$ cat src/rtl/ripple_cla16.sv
// ripple_cla16: multi-cycle 16-bit adder, four 4-bit CLA stages chained by a registered ripple carry
module ripple_cla16 (
  input  logic        clk,
  input  logic        rst_n,
  input  logic        en,
  input  logic [15:0] A,
  input  logic [15:0] B,
  input  logic        c_in,
  output logic [15:0] Output,
  output logic        c_out,
  output logic        ready
);
  typedef enum logic [1:0] {IDLE, CALC, DONE} state_t;
  state_t state, next;
  logic [1:0]  stage;
  logic [15:0] a_r, b_r, sum_r;
  logic        carry;
  logic [3:0]  a_n, b_n, g, p, s;
  logic [4:0]  c;
  // 4-bit carry-lookahead on the nibble selected by the stage counter
  always_comb begin
    a_n = a_r[{stage, 2'b00} +: 4];
    b_n = b_r[{stage, 2'b00} +: 4];
    g = a_n & b_n;
    p = a_n ^ b_n;
    c[0] = carry;
    c[1] = g[0] | (p[0] & c[0]);
    c[2] = g[1] | (p[1] & g[0]) | (p[1] & p[0] & c[0]);
    c[3] = g[2] | (p[2] & g[1]) | (p[2] & p[1] & g[0]) | (p[2] & p[1] & p[0] & c[0]);
    c[4] = g[3] | (p[3] & g[2]) | (p[3] & p[2] & g[1]) | (p[3] & p[2] & p[1] & g[0])
         | (p[3] & p[2] & p[1] & p[0] & c[0]);
    s = p ^ c[3:0];
  end
  // next state: en low aborts CALC and releases DONE; last stage completes
  always_comb begin
    next = state;
    next = (state == IDLE) ? (en ? CALC : IDLE)
         : (state == CALC) ? (!en ? IDLE : (&stage ? DONE : CALC))
         : (en ? DONE : IDLE);
  end
  // state register
  always_ff @(posedge clk or negedge rst_n) begin
    if (!rst_n) state <= IDLE;
    else state <= next;
  end
  // datapath: capture operands, accumulate one nibble per edge, publish only on completion
  always_ff @(posedge clk or negedge rst_n) begin
    if (!rst_n) begin
      a_r <= '0;
      b_r <= '0;
      sum_r <= '0;
      carry <= 1'b0;
      stage <= '0;
      Output <= '0;
      c_out <= 1'b0;
      ready <= 1'b0;
    end else begin
      case (state)
        IDLE: if (en) begin
          a_r <= A;
          b_r <= B;
          carry <= c_in;
          stage <= '0;
          ready <= 1'b0;
        end
        CALC: if (en) begin
          sum_r[{stage, 2'b00} +: 4] <= s;
          carry <= c[4];
          stage <= stage + 2'd1;
          if (&stage) begin
            Output <= {s, sum_r[11:0]};
            c_out <= c[4];
            ready <= 1'b1;
          end
        end
        DONE: if (!en) ready <= 1'b0;
        default: ;
      endcase
    end
  end
endmodule

$ cat config.mk
export PLATFORM = sky130hd
export DESIGN_NAME = ripple_cla16
export DESIGN_NICKNAME = d
export VERILOG_FILES = /design/src/rtl/ripple_cla16.sv
export SDC_FILE = /design/constraint.sdc
export NUM_CORES = 1
export LEC_CHECK = 0
export BUFFER_PORTS_ARGS = -buffer_cell sky130_fd_sc_hd__clkbuf_2
export CORE_ASPECT_RATIO = 1.5
export CORE_MARGIN = 2
export CORE_UTILIZATION = 55
export DETAILED_ROUTE_END_ITERATION = 8
export GPL_TIMING_DRIVEN = 1
export HOLD_SLACK_MARGIN = 0.08
export PLACE_DENSITY = 0.88
export SKIP_LAST_GASP = 1
export SYNTH_ARGS = -nofsm -noshare
export SYNTH_HDL_FRONTEND = slang
export SYNTH_SLANG_ARGS = --single-unit
$ cat constraint.sdc
create_clock -name clk -period 2.93 [get_ports clk]
set_input_delay 0.1465 -clock clk [delete_from_list [all_inputs] [get_ports clk]]
set_output_delay 0.1465 -clock clk [all_outputs]
set_load 0.05 [all_outputs]
[Yosys cells after proc, flatten, opt, wreduce, memory -nomap -nowiden]
Index checks and enable logic that the tools add are counted.
Storage, ports and cells
  register bits: 71
  bits in latches: 0
  bits in writable memories: 0
  ROM bits: 0
  bits of input ports: 36
  output and inout bits: 18
  word-level logic and storage cells: 77
  memories: 0
Cells by class
  $add $sub $neg: 2
  multipliers: 0
  div/mod/pow operators: 0
  magnitude comparators: 0
  equality and inequality tests: 6
  shifts and indexed selects: 4
  multiplexer cells: 18
  bitwise gates (word level): 29
  reduce and logical (&&, ||, !) cells: 9
Operator list (number)
  16-bit by 5-bit indexed part select with 4-bit output: 2
  1-bit bitwise AND: 16
  16-bit bitwise mux: 1
  4-bit by 6-bit variable shift with 16-bit output, first input constant: 1
  4-bit by 6-bit indexed part select with 16-bit output: 1
  2-bit two-way mux: 7
  1-bit OR: 10
  4-bit XOR: 2
  1-bit two-way mux: 7
  2-bit inequality test, second input constant: 3
  4-bit negator with 6-bit output: 1
  2-bit AND reduction: 3
  5-bit AND reduction: 1
  4-bit bitwise AND: 1
  2-bit case mux with 2 select lines: 1
  4-bit AND reduction: 1
  1-bit case mux with 3 select lines: 1
  3-bit AND reduction: 1
  3-bit nonzero test: 1
  2-bit by 1-bit adder with 2-bit output, second input constant: 1
  2-bit by 1-bit equality test with 1-bit output, second input constant: 1
  2-bit equality test, second input constant: 1
  2-bit zero test: 1
  2-bit by 1-bit inequality test with 1-bit output, second input constant: 1
  other kinds (2): 2

[Logic depth before layout (Yosys ltp)]
  word-level depth: 9
  depth in mapped cells: 7
  mapped depth without buffers: 6

[Worst setup path before layout]
No wires, ideal clock.
  kind: register -> register
  start point: register stage[0]
  end point: register Output[15]
  setup time: 0.125 ns
  arrival: 2.237 ns
  data required time: 2.805 ns
  path slack: 0.568 ns
  cell stages (with the launch flop): 8
  buffers on the path: 1
  clock period less this slack: 2.362 ns
  path through: dfrtp_1 > buf_4 > mux4_2 > ha_1 > a41oi_1 > o21ai_0 > xor2_1 > mux2_4
On the way
  cells in the longest elaborated chain, start to end: 7
  elaborated cells between the ends (all ways): 14
  those cells by class: shift: 2; bitwise: 11; reduce/logical: 1
Ends and longest elaborated chain
  from (decl): RTL line 15  | logic [1:0] stage;
  from (signal assigned): RTL line 69  | stage <= stage + 2'd1;
  16-bit by 5-bit indexed part select with 4-bit output, on equally long branches: RTL line 22, 23
  4-bit XOR or 4-bit bitwise AND (tied branches): RTL line 25, 24
  1-bit bitwise AND: RTL line 29  | c[3] = g[2] | (p[2] & g[1]) | (p[2] & p[1] & g[0]) | (p[2] & p[1] & p[0] & c[0]);
  1-bit OR or 1-bit bitwise AND (tied branches) (2 in series): RTL line 29
  1-bit OR: RTL line 29
  4-bit XOR: RTL line 32  | s = p ^ c[3:0];
  to (signal assigned): RTL line 71  | Output <= {s, sum_r[11:0]};
  to (decl): RTL line 9  | output logic [15:0] Output,
Parallel ways exist; a longest one is shown, timed or not.
A chain may end at the register's enable or synchronous reset.

[Worst setup path after layout]
Same ends and word-level chain as after synthesis.

==> flow_metrics.py <==
metrics = {
    "power": {
        "powerDensity_mw_per_mm2": 841,
        "pwr-share-comb_pct": 33.7,
        "total_power_uw": 3260,
        "netSwitchingFraction_pct": 35.4,
        "p_switching_uw": 1150,
        "p_seq_share_pct": 39.9,
        "internal_power_uw": 2100,
        "ir_worst_vdd_uv": 562,
        "p_clk_share_pct": 26.4,
        "p_leak_uw": 0.00181,
    },
    "setup_path": {
        "crit_type": "flop to flop",
        "critPathCaptureType": "flop",
        "cpPeakStageDelay_ns": 0.62,
        "worstPathCellList": "mux4_2 > ha_1 > a41oi_1 > o21ai_0 > xor2_1 > mux2_4",
        "reg2reg_to": "Output[15]",
        "cp_data_required_time_ns": 3.16,
        "cpMaxStageDelayCell": "mux4_2",
        "crit_fanout": 7,
        "regToRegStartpoint": "stage[0]",
        "rr_worst_depth": 6,
        "r2r_slack_ns": 0.38,
        "cp.arrival_ns": 2.77,
        "startpoint_type": "flop",
    },
    "global_route": {
        "grt_overflow": 0,
        "grt_pass1_vias": 2265,
        "grt_pass1_wl_mm": 10.9,
        "grt_usage_pct": 25.3,
        "grt_antenna_before_repair": 0,
        "grt_max_degree": 68,
    },
    "placement": {
        "dpl.hpwl_mm": 4.01,
        "dp_cells": 318,
        "gp_routability_congestion": 0.841,
        "io_buffers": 53,
    },
    "clock_network": {
        "cts_setup_buffers": 0,
        "h-tree-depth": 3,
        "cts.path.max_buffers": 2,
        "root_buffer": "clkbuf_8",
        "clock_latency_ns": 0.35,
        "cts.sinks": 67,
        "cts_tree": "done",
        "cts_buffers": 9,
        "path_clk_slew_ns": 0.07,
    },
    "sta": {
        "worst_slew_pin_slew_ns": 0.801,
        "maxSlewHeadroom_pct": 46.6,
        "finalMaxSlewViolations": 0,
        "fin_crit_sh_pct": 86.9,
        "grt_setup_unrepaired": "false",
        "setup_tns_ns": 0,
        "max_freq_ghz": 0.393,
        "setup_violations": 0,
        "finalClockSkew_ns": 0.00967,
        "hold_violations": 0,
        "period_needed_ns": 2.55,
        "whs_ns": 0.206,
    },
    "drt": {
        "finalWirelength_mm": 6.57,
        "vias_per_cell": 5.39,
        "drc": 0,
        "drtIter0Drc": 60,
        "vias": 1985,
        "final_antenna_net_count": 0,
        "avgRoutedWirePerCell_um": 17.8,
        "firstDrtPassIters": 4,
    },
    "yosys": {
        "ys_ff_latch": 67,
        "syn_area_sq_mm": 0.00299,
        "synth_top_cell_by_area": "dfrtp_1",
        "syn_area_per_cell_sq_um": 14.8,
        "synth.distinct_cells": 31,
        "ys_top_cells_by_area": "dfrtp_1 56%, mux2_2 15%, mux4_2 6.0%, ha_1 4.2%, mux2_4 3.0%",
        "yosysSeqAreaShare_pct": 56.1,
        "synth_nets": 249,
        "yosysWarningCount": 0,
        "synthCells": 202,
        "netlist.area_leader.share_pct": 56.1,
    },
    "die": {
        "die_h_um": 94.3,
        "rows": 32,
        "die_x_um": 64.2,
        "ios": 54,
        "die_area_sq_mm": 0.00605,
        "start_util_pct": 57.4,
        "core-area_sq_mm": 0.00520,
    },
    "finish": {
        "area_delta_synth_final_pct": 29.6,
        "n_antenna_cell": 0,
        "layout.cells.non_filler": 368,
        "fin_nets": 342,
        "drive_gt1_share_pct": 43.7,
    },
    "min_path": {
        "min_to": "carry",
        "worstHoldStart": "c_in",
        "hold_path.class": "primary input to flop",
        "hold_path_depth": 4,
    },
    "status": {
        "status": "finished, final reports clean",
    },
    "job": {
        "drv_cap": 0,
    },
}
## placed cells by master (no fill, tap or decap), drive strengths merged, types with 2 or more instances in the layout
cell type | netlist | layout
dfrtp | 67 | 67
clkbuf | 1 | 63
mux2 | 48 | 48
dlygate4sd3 | 0 | 34
a22o | 10 | 10
ha | 10 | 10
mux4 | 8 | 8
a21oi | 8 | 8
nand2 | 8 | 8
nor2 | 6 | 6
inv | 5 | 5
o21ai | 5 | 5
nand3 | 3 | 3
buf | 7 | 3
or3 | 2 | 2
xnor2 | 2 | 2
o31ai | 2 | 2
clkinvlp | 0 | 2
bufinv | 0 | 2
clkinv | 0 | 2
## cell type report
type,count,area (sq um)
flip-flops and latches,67,1680
multi-input cells,122,1240
well taps,68,85.1
inverters,5,18.8
clock buffers,10,138
repair buffers,90,628
fillers,338,1330
clock inverters,6,88.8
## per-layer routing
metal / track usage, % / vias up / share of wire (%)
met3: 3.84 / 24 / 3.1
met2: 45.3 / 57 / 56
met1: 25.7 / 975 / 34
li1: - / 929 / -
met4: 19.7 / 0 / 6.2
met5: 0 / - / 0
## stage by stage
stage               worst slack (ns)  instance area, sq um  util (%)
floorplan                      0.568                  2990         -
global placement               0.504                  3310      63.5
detailed placement             0.415                  3310      63.5
CTS                            0.401                  3870      74.4
global route                   0.193                  3870      74.4
finish                         0.383                  3870      74.4
## cells by family after synthesis
family / after synthesis / synth area share [%]
adders and majority gates: 11 / 4.86
AOI/OAI and AO/OA: 27 / 6.16
muxes: 56 / 24.9
buffers and inverters: 13 / 2.55
DFF: 67 / 56.1
and+or+nand+nor: 25 / 4.56
xor gates and xnor gates: 3 / 0.880
## what timing repair did
action / 4_1_cts / 5_1_grt
hold buffers: 34 / 0
resized for setup: 0 / 0
endpoints found under the setup margin: 0 / 0
hold endpoints to repair: 100 / 0
## synth_stat cells
library cell and n:
a21o_1 1, a21oi_1 8, a22o_1 10, a41oi_1 1
and2b_1 1, and3_4 1, and3b_4 1, buf_2 4
buf_4 1, buf_6 1, buf_8 1, clkbuf_1 1
dfrtp_1 67, fa_1 1, ha_1 10, inv_1 5
mux2_1 1, mux2_2 41, mux2_4 6, mux4_2 8
nand2_1 8, nand2b_1 1, nand3_1 3, nor2_1 6
nor2b_1 1, nor4_2 1, o21ai_0 5, o31ai_1 2
or3_1 2, xnor2_1 2, xor2_1 1
## sequential cells by signal, summed over array words and instances (netlist names)
name	count
Output	16
a_r	16
b_r	16
sum_r	12
stage	2
state	2
c_out	1
carry	1
ready	1
## critical path, delay by kind of cell, from the launching register on
family | cells | cell delay (ns)
mux | 2 | 0.91
flops | 1 | 0.61
fa+ha+maj | 1 | 0.38
compound gates | 2 | 0.34
xor+xnor | 1 | 0.20
## power groups by stage
| stage | Combinational, uW | Sequential [uW] | Clock (uW) |
|---|---|---|---|
| 5_1_grt | 1180 | 1330 | 914 |
| 3_3_place_gp | 1010 | 1290 | 0 |
| 3_5_place_dp | 1040 | 1310 | 0 |
| 6_report | 1100 | 1300 | 859 |
| 4_1_cts | 1080 | 1290 | 864 |
| 2_1_floorplan | 619 | 1450 | 0 |
## how the worst max path moves through the flow
stage,start,to,slack [ns],cells after the start
6_report,stage[0],Output[15],0.38,6
3_3_place_gp,stage[0],Output[15],0.50,6
2_1_floorplan,stage[0],Output[15],0.57,7
5_1_grt,stage[0],Output[15],0.19,6
4_1_cts,stage[0],Output[15],0.40,6
3_5_place_dp,stage[0],Output[15],0.41,6
(Power assumes the default switching activity.)
